File: config.mk
export PLATFORM = sky130hd
export DESIGN_NAME = instruction_fetch_unit
export DESIGN_NICKNAME = d
export VERILOG_FILES = /design/src/rtl/instruction_fetch_unit.sv
export SDC_FILE = /design/constraint.sdc
export NUM_CORES = 1
export LEC_CHECK = 0
export BUFFER_PORTS_ARGS = -buffer_cell sky130_fd_sc_hd__clkbuf_2
export CORE_MARGIN = 5
export CORE_UTILIZATION = 55
export DETAILED_ROUTE_END_ITERATION = 8
export PLACE_DENSITY_LB_ADDON = 0.2
export SETUP_SLACK_MARGIN = 0.3
export SYNTH_ARGS = -nofsm -noshare
export SYNTH_HDL_FRONTEND = slang
export SYNTH_SLANG_ARGS = --single-unit
File: constraint.sdc
create_clock -name clk -period 2.8 [get_ports clk]
set_input_delay 0 -clock clk [delete_from_list [all_inputs] [get_ports clk]]
set_output_delay 0 -clock clk [all_outputs]
set_load 0.02 [all_outputs]
File: src/rtl/instruction_fetch_unit.sv
// Instruction fetch stage: one outstanding word-addressed memory request, a hold
// buffer for decode stalls, and a drop state that drains responses made stale by redirects.
module instruction_fetch_unit (
  input  logic        clk,
  input  logic        reset_n,
  output logic        i_readM,
  output logic [15:0] i_address,
  input  logic [15:0] i_data,
  input  logic        inputReady,
  input  logic        IFID_WriteEn,
  input  logic        redirect,
  input  logic [15:0] redirect_target,
  output logic [15:0] IF_PC4,
  output logic [15:0] IF_instruction,
  output logic        IF_flush
);

  typedef enum logic [1:0] {FETCH, HOLD, DROP} state_t;

  localparam logic [15:0] BUBBLE_INSTR = 16'hb000;

  state_t      r_state;
  logic [15:0] r_pc;
  logic [15:0] r_req_addr;
  logic [15:0] r_buf;

  state_t      w_state_nxt;
  logic [15:0] w_pc_nxt;
  logic [15:0] w_req_addr_nxt;
  logic [15:0] w_buf_nxt;
  logic [15:0] w_pc_inc;

  assign w_pc_inc = r_pc + 16'd1;

  // NOTE: every signal written here gets a default first so no path can infer a latch.
  always_comb begin
    w_state_nxt    = r_state;
    w_pc_nxt       = r_pc;
    w_req_addr_nxt = r_req_addr;
    w_buf_nxt      = r_buf;
    i_readM        = 1'b0;
    i_address      = r_req_addr;
    IF_instruction = BUBBLE_INSTR;
    IF_PC4         = 16'h0000;
    IF_flush       = 1'b1;

    case (r_state)
      FETCH: begin
        i_readM = 1'b1;
        if (inputReady) begin
          IF_instruction = i_data;
          IF_PC4         = w_pc_inc;
          IF_flush       = 1'b0;
          if (redirect) begin
            w_pc_nxt       = redirect_target;
            w_req_addr_nxt = redirect_target;
          end else if (IFID_WriteEn) begin
            w_pc_nxt       = w_pc_inc;
            w_req_addr_nxt = w_pc_inc;
          end else begin
            w_buf_nxt   = i_data;
            w_state_nxt = HOLD;
          end
        end else if (redirect) begin
          // Request is still in flight: keep its address, discard its response later.
          w_pc_nxt    = redirect_target;
          w_state_nxt = DROP;
        end
      end

      HOLD: begin
        IF_instruction = r_buf;
        IF_PC4         = w_pc_inc;
        IF_flush       = 1'b0;
        if (redirect) begin
          w_pc_nxt       = redirect_target;
          w_req_addr_nxt = redirect_target;
          w_state_nxt    = FETCH;
        end else if (IFID_WriteEn) begin
          w_pc_nxt       = w_pc_inc;
          w_req_addr_nxt = w_pc_inc;
          w_state_nxt    = FETCH;
        end
      end

      DROP: begin
        i_readM = 1'b1;
        if (redirect) w_pc_nxt = redirect_target;
        // The stale response completes the one outstanding request; resume at the latest PC.
        if (inputReady) begin
          w_req_addr_nxt = w_pc_nxt;
          w_state_nxt    = FETCH;
        end
      end

      default: w_state_nxt = FETCH;
    endcase

    if (redirect) begin
      IF_instruction = BUBBLE_INSTR;
      IF_PC4         = 16'h0000;
      IF_flush       = 1'b1;
    end

    // Reset must reach the outputs without waiting for a clock edge.
    if (!reset_n) begin
      i_readM        = 1'b0;
      IF_instruction = BUBBLE_INSTR;
      IF_PC4         = 16'h0000;
      IF_flush       = 1'b1;
    end
  end

  // NOTE: sequential state uses non-blocking assignments so all registers update together.
  always_ff @(posedge clk or negedge reset_n) begin
    if (!reset_n) begin
      r_state    <= FETCH;
      r_pc       <= 16'h0000;
      r_req_addr <= 16'h0000;
      r_buf      <= 16'h0000;
    end else begin
      r_state    <= w_state_nxt;
      r_pc       <= w_pc_nxt;
      r_req_addr <= w_req_addr_nxt;
      r_buf      <= w_buf_nxt;
    end
  end

endmodule

==> flow_metrics.tcl, run 1 <==
set metrics [dict create \
    dp_hpwl_mm 8.95 \
    cp.arrival_ps 2370 \
    rows 31 \
    slew_viol_final 0 \
    period_needed_ps 2370 \
    h-tree-depth 2 \
    drive_above_1_share_pct 24.4 \
    die_y_microns 97.0 \
    critical_path.max_fanout 19 \
    hp-class "in -> reg" \
    power_mw 4.81 \
    synth.yosys.warnings 0 \
    avgSynthCellArea_sq_um 8.15 \
    dieArea_sq_mm 0.00940 \
    final_cell_mix "clkbuf_2, nor2_1, nand2_1, dfrtp_1, a21oi_1" \
    cts.reportedPaths.clkPinSlew_ps 110 \
    clock_skew_ps 12.3 \
    place_inst 660 \
    crit_chain "inv_1 > ha_1 > buf_6 > o21ai_1 > buf_4 > a21o_1 > a221o_1 > clkbuf_2" \
    fin_area_sq_mm 0.00489 \
    grt_max_degree 52 \
    ys_ff_latch 50 \
    n_antenna_cell 0 \
    top_level_ports 87 \
    wl_per_cell_microns 18.5 \
    initial_utilization_pct 57.0 \
    place_congestion 0.959 \
    multi_input_area_sq_mm 0.00260 \
    portBuffers 86 \
    first_pass_iters 7 \
    hold_ws_ps -0.365 \
    crit_slowest_cell "dfrtp_1" \
    worst_slack_ps 434 \
    leakagePower_nw 2.07 \
    wirelength_mm 12.7 \
    rsz0062_at_grt "false" \
    cts_buffers 5 \
    fin_util_pct 67.0 \
    cap_violations 0 \
    clock_latency_ps 310 \
    required_ps 2800 \
    fp.dieW_microns 97.0 \
    critPathKind "reg -> out" \
    finalHoldViolCount 1 \
    cp-start-kind "register" \
    fin_cells 689 \
    maxSlewHeadroom_pct 43.8 \
    ys_types 71 \
    p_int_mw 2.40 \
    cp-end-kind "output pin" \
    drc 0 \
    fin_setup_tns_ps 0 \
    power_density_mw_per_mm2 983 \
    first_iter_violations 360 \
    synthCells 510 \
    seq_area_frac_synth_pct 30.1 \
    period_share_pct 84.5 \
    fillers 678 \
    power.switching_mw 2.41 \
    synthArstFlopShare_pct 100 \
    vdd_drop_max_mv 0.546 \
    cts.sinks 50 \
    status "complete, but fails checks" \
    ant_nets 0 \
    comb_power_share_pct 58.4 \
    seq_area_sq_mm 0.00125 \
    violations "negative hold slack" \
    num_vias 4250 \
    grt_pass1_vias 4095 \
    p_clk_share_pct 9.7 \
    core_sq_mm 0.00729 \
    sequentialPowerShare_pct 31.9 \
    synthesis.nets 552 \
    place_ws_ps 601 \
    cts_tree "built" \
    nNetsFinal 631 \
    cts-root-buf "clkbuf_8" \
    ctsLongestPathBuffers 2 \
    synth_ff_type "dfrtp_1" \
    fmax_mhz 423 \
    setup_viol 0 \
    final_common_cell "clkbuf_2" \
    areaGrowthSynthToFinish_pct 17.5 \
    grt_pass1_wl_mm 20.8 \
    dpl_cell_area_sq_mm 0.00457 \
    overflow 0 \
    antenna_found_initial 0 \
    grt_usage_pct 26.6 \
    slowest_delay_ps 430 \
    syn-cell-area_sq_mm 0.00416 \
    sw_frac_of_total_pct 50.1 \
    viasPerCell 6.17 \
    synth-edff-count 0 \
    worst_slew_pin_slew_ps 841 \
]
## cells by family (layout without fill, tap and decap cells)
kind of cell	count (synthesis)	in the layout	share of synthesized area, %
adders and majority gates	5	5	1.50
AOI/OAI and AO/OA	140	140	23.1
xor gates and xnor gates	32	32	6.74
DFF	50	50	30.1
buffers and inverters	65	145	7.73
muxes	27	27	7.07
and+or+nand+nor	191	191	23.8
## flip-flops by register name, indices dropped and copies added (netlist names)
signal,flops
r_buf,16
i_address,16
r_state,2
r_pc,16
## power by group through the flow
| stage | Clock (mW) | Sequential [mW] | Combinational (mW) |
|---|---|---|---|
| 3_5_place_dp | 0 | 1.54 | 2.73 |
| 2_1_floorplan | 0 | 1.40 | 2.17 |
| 6_report | 0.465 | 1.53 | 2.81 |
| 4_1_cts | 0.477 | 1.52 | 2.76 |
| 3_3_place_gp | 0 | 1.52 | 2.67 |
| 5_1_grt | 0.494 | 1.59 | 3.06 |
## routing by layer
layer / track usage, % / vias to the layer above / wire length [microns]
met5: 0 / - / 0
met4: 7.88 / 0 / 246
met3: 3.96 / 22 / 935
met2: 42.8 / 219 / 6030
met1: 36.9 / 2021 / 5510
li1: - / 1988 / -
## repair_timing
| action | in CTS | in global routing |
|---|---|---|
| hold endpoints to repair | 70 | 0 |
| setup buffers | 0 | 0 |
| gates resized for setup | 0 | 4 |
| hold buffers | 21 | 0 |
| endpoints found under the setup margin | 0 | 3 |
## synth_stat cells, drive strengths merged, types with 6 or more instances
master	number	area share, %
nor2	60	5.4
dfrtp	50	30
nand2	50	4.6
buf	40	5.5
o21ai	32	3.9
a21oi	29	3.5
mux2	19	5.1
nor3	19	2.8
xnor2	17	3.6
a22oi	16	2.9
xor2	15	3.2
inv	13	1.2
clkbuf	11	0.99
nand3	11	1.9
nor2b	10	1.5
nor4	9	2.0
mux2i	8	1.9
o221ai	7	1.5
or3	7	1.1
a211oi	6	1.2
nand4	6	1.4
## worst paths after layout
path / startpoint / endpoint / slack, ps / cells past startpoint
max: r_state[1] / IF_instruction[13] / 430 / 8
min: redirect_target[15] / r_pc[15] / -0.4 / 3
max reg2reg: r_state[0] / r_pc[10] / 460 / 7
min reg2reg: i_address[7] / i_address[7] / 490 / 2
max in group asynchronous: reset_n / r_pc[1] / 1840 / 3
min in group asynchronous: reset_n / i_address[13] / 460 / 3
## cell type report
type                       count  share of cell area (%)
tap                           99                    2.53
clock inverter                 3                   0.512
inverter                      14                    1.07
sequential                    50                    25.6
timing repair buffer         123                    15.6
multi-input combinational    395                    53.2
clock buffer                   5                    1.41
## critical path: cells and delay by family, from the launching register on
| family | cells | cell delay [ps] |
|---|---|---|
| flops | 1 | 430 |
| fa+ha+maj | 1 | 340 |
| compound gates | 3 | 570 |
| buf+inv | 4 | 730 |
Power figures use the tool's default switching activity.
==> run 2: changes to the inputs <==
clock period = 2.5 ns   (was 2.8 ns; I/O delays follow)
==> run 2 against run 1 <==
Compared with the run above: worst setup slack worse by 65 ps; non-clock buffer count increased by 19; clock skew down 2.8 ps; register-to-register slack worse by 50 ps; clock power rose by 30%; critical path depth stayed put; the flow now finishes without violations; final area is 4.5% higher; largest cell class unchanged; count of clock-buffer cells in the layout rose by 2.
==> flow_metrics.tcl, run 2 (same netlist as run 1, synthesis figures left out) <==
set metrics [dict create \
    power_density_mw_per_mm2 1150 \
    sw_frac_of_total_pct 47.9 \
    p_clk_share_pct 10.3 \
    finalHoldViolCount 0 \
    place_ws_ps 288 \
    grt_pass1_vias 4121 \
    worst_slack_ps 369 \
    cp-end-kind "output pin" \
    slew_viol_final 0 \
    final_cell_mix "clkbuf_2, nor2_1, nand2_1" \
    cts_tree "built" \
    clock_latency_ps 320 \
    grt_pass1_wl_mm 21.2 \
    period_needed_ps 2130 \
    rows 31 \
    dp_hpwl_mm 9.07 \
    first_pass_iters 6 \
    fp.dieW_microns 97.0 \
    wl_per_cell_microns 18.8 \
    core_sq_mm 0.00729 \
    cts_buffers 5 \
    rsz0062_at_grt "true" \
    grt_usage_pct 27.0 \
    viasPerCell 6.24 \
    overflow 0 \
    worst_slew_pin_slew_ps 683 \
    vdd_drop_max_mv 0.635 \
    clock_skew_ps 9.48 \
    portBuffers 86 \
    required_ps 2500 \
    drive_above_1_share_pct 28.7 \
    ctsLongestPathBuffers 2 \
    sequentialPowerShare_pct 28.6 \
    dieArea_sq_mm 0.00940 \
    nNetsFinal 650 \
    fin_util_pct 70.1 \
    n_antenna_cell 0 \
    fmax_mhz 469 \
    period_share_pct 85.3 \
    place_congestion 0.948 \
    maxSlewHeadroom_pct 54.5 \
    h-tree-depth 2 \
    fillers 630 \
    leakagePower_nw 2.18 \
    cts-root-buf "clkbuf_8" \
    grt_max_degree 52 \
    status "finished, final reports clean" \
    cts.sinks 50 \
    hp-class "in -> reg" \
    areaGrowthSynthToFinish_pct 22.8 \
    ant_nets 0 \
    final_common_cell "clkbuf_2" \
    multi_input_area_sq_mm 0.00266 \
    antenna_found_initial 0 \
    cp.arrival_ps 2130 \
    top_level_ports 87 \
    comb_power_share_pct 61.1 \
    critPathKind "reg -> out" \
    first_iter_violations 539 \
    cp-start-kind "register" \
    wirelength_mm 13.3 \
    power.switching_mw 2.82 \
    die_y_microns 97.0 \
    cap_violations 0 \
    cts.reportedPaths.clkPinSlew_ps 100 \
    drc 0 \
    initial_utilization_pct 57.0 \
    critical_path.max_fanout 18 \
    setup_viol 0 \
    fin_setup_tns_ps 0 \
    p_int_mw 3.06 \
    seq_area_sq_mm 0.00126 \
    num_vias 4420 \
]
run 2: cell count changes in the layout (fill, tap and decap cells not counted), sizes merged:
cell	previous run	this run
dlygate4sd3	21	19
clkinvlp	1	0
buf	16	37
bufinv	0	1
clkbuf	91	93
inv	14	13
clkinv	2	1
run 2: final timing paths:
check	start	to	slack (ps)	cells past startpoint
max in group asynchronous	reset_n	r_pc[0]	1560	3
hold / removal	redirect_target[9]	i_address[9]	4	3
setup reg to reg	r_state[0]	i_address[8]	410	6
min in group asynchronous	reset_n	i_address[9]	440	3
hold reg to reg	i_address[6]	i_address[6]	490	2
setup / recovery	r_state[1]	IF_instruction[13]	370	8
run 2: critical path, cell delays in order (launching register included):
cell,delay [ps]
dfrtp_1,410
inv_2,120
ha_4,180
buf_8,170
o21ai_1,80
buf_4,190
a21o_1,210
a221o_1,280
clkbuf_2,160
run 2: per-layer routing:
metal	GRT usage, %	share of wire, %	routed length, microns	vias to the layer above
met3	5.32	9.0	1200	29
li1	-	-	-	2032
met1	35.9	42	5620	2099
met5	0	0	0	-
met2	45.0	47	6310	260
met4	7.13	1.6	220	0
run 2: final cells by class:
| cell class | instances | area share [%] |
|---|---|---|
| well taps | 99 | 2.42 |
| multi-input cells | 395 | 52.0 |
| flip-flops and latches | 50 | 24.7 |
| repair buffers | 142 | 17.8 |
| clock inverters | 1 | 0.588 |
| clock buffers | 7 | 1.49 |
| inverters | 14 | 1.03 |
run 2: what timing repair did:
item | 4_1_cts | 5_1_grt
buffers inserted | 1 | 11
endpoints found under the setup margin | 20 | 30
hold buffers | 19 | 0
endpoints found under the hold margin | 68 | 0
pin swaps | 0 | 1
resized for setup | 10 | 13
run 2: power by group through the flow:
stage	Clock (mW)	Combinational (mW)	Sequential, mW
3_3_place_gp	0	3.15	1.66
5_1_grt	0.635	3.88	1.73
2_1_floorplan	0	2.43	1.56
6_report	0.604	3.59	1.68
4_1_cts	0.602	3.33	1.67
3_5_place_dp	0	3.21	1.68
run 2: per-stage QoR:
stage | std cells | power, mW | hold WS [ps] | instance area, sq um
after floorplan | 510 | 3.99 | -296 | 4160
after global placement | 669 | 4.81 | 232 | 4640
after detailed placement | 669 | 4.89 | 246 | 4640
after CTS | 697 | 5.59 | 5.08 | 4980
after global routing | 708 | 6.24 | 19.7 | 5110
final | 708 | 5.87 | 4.29 | 5110
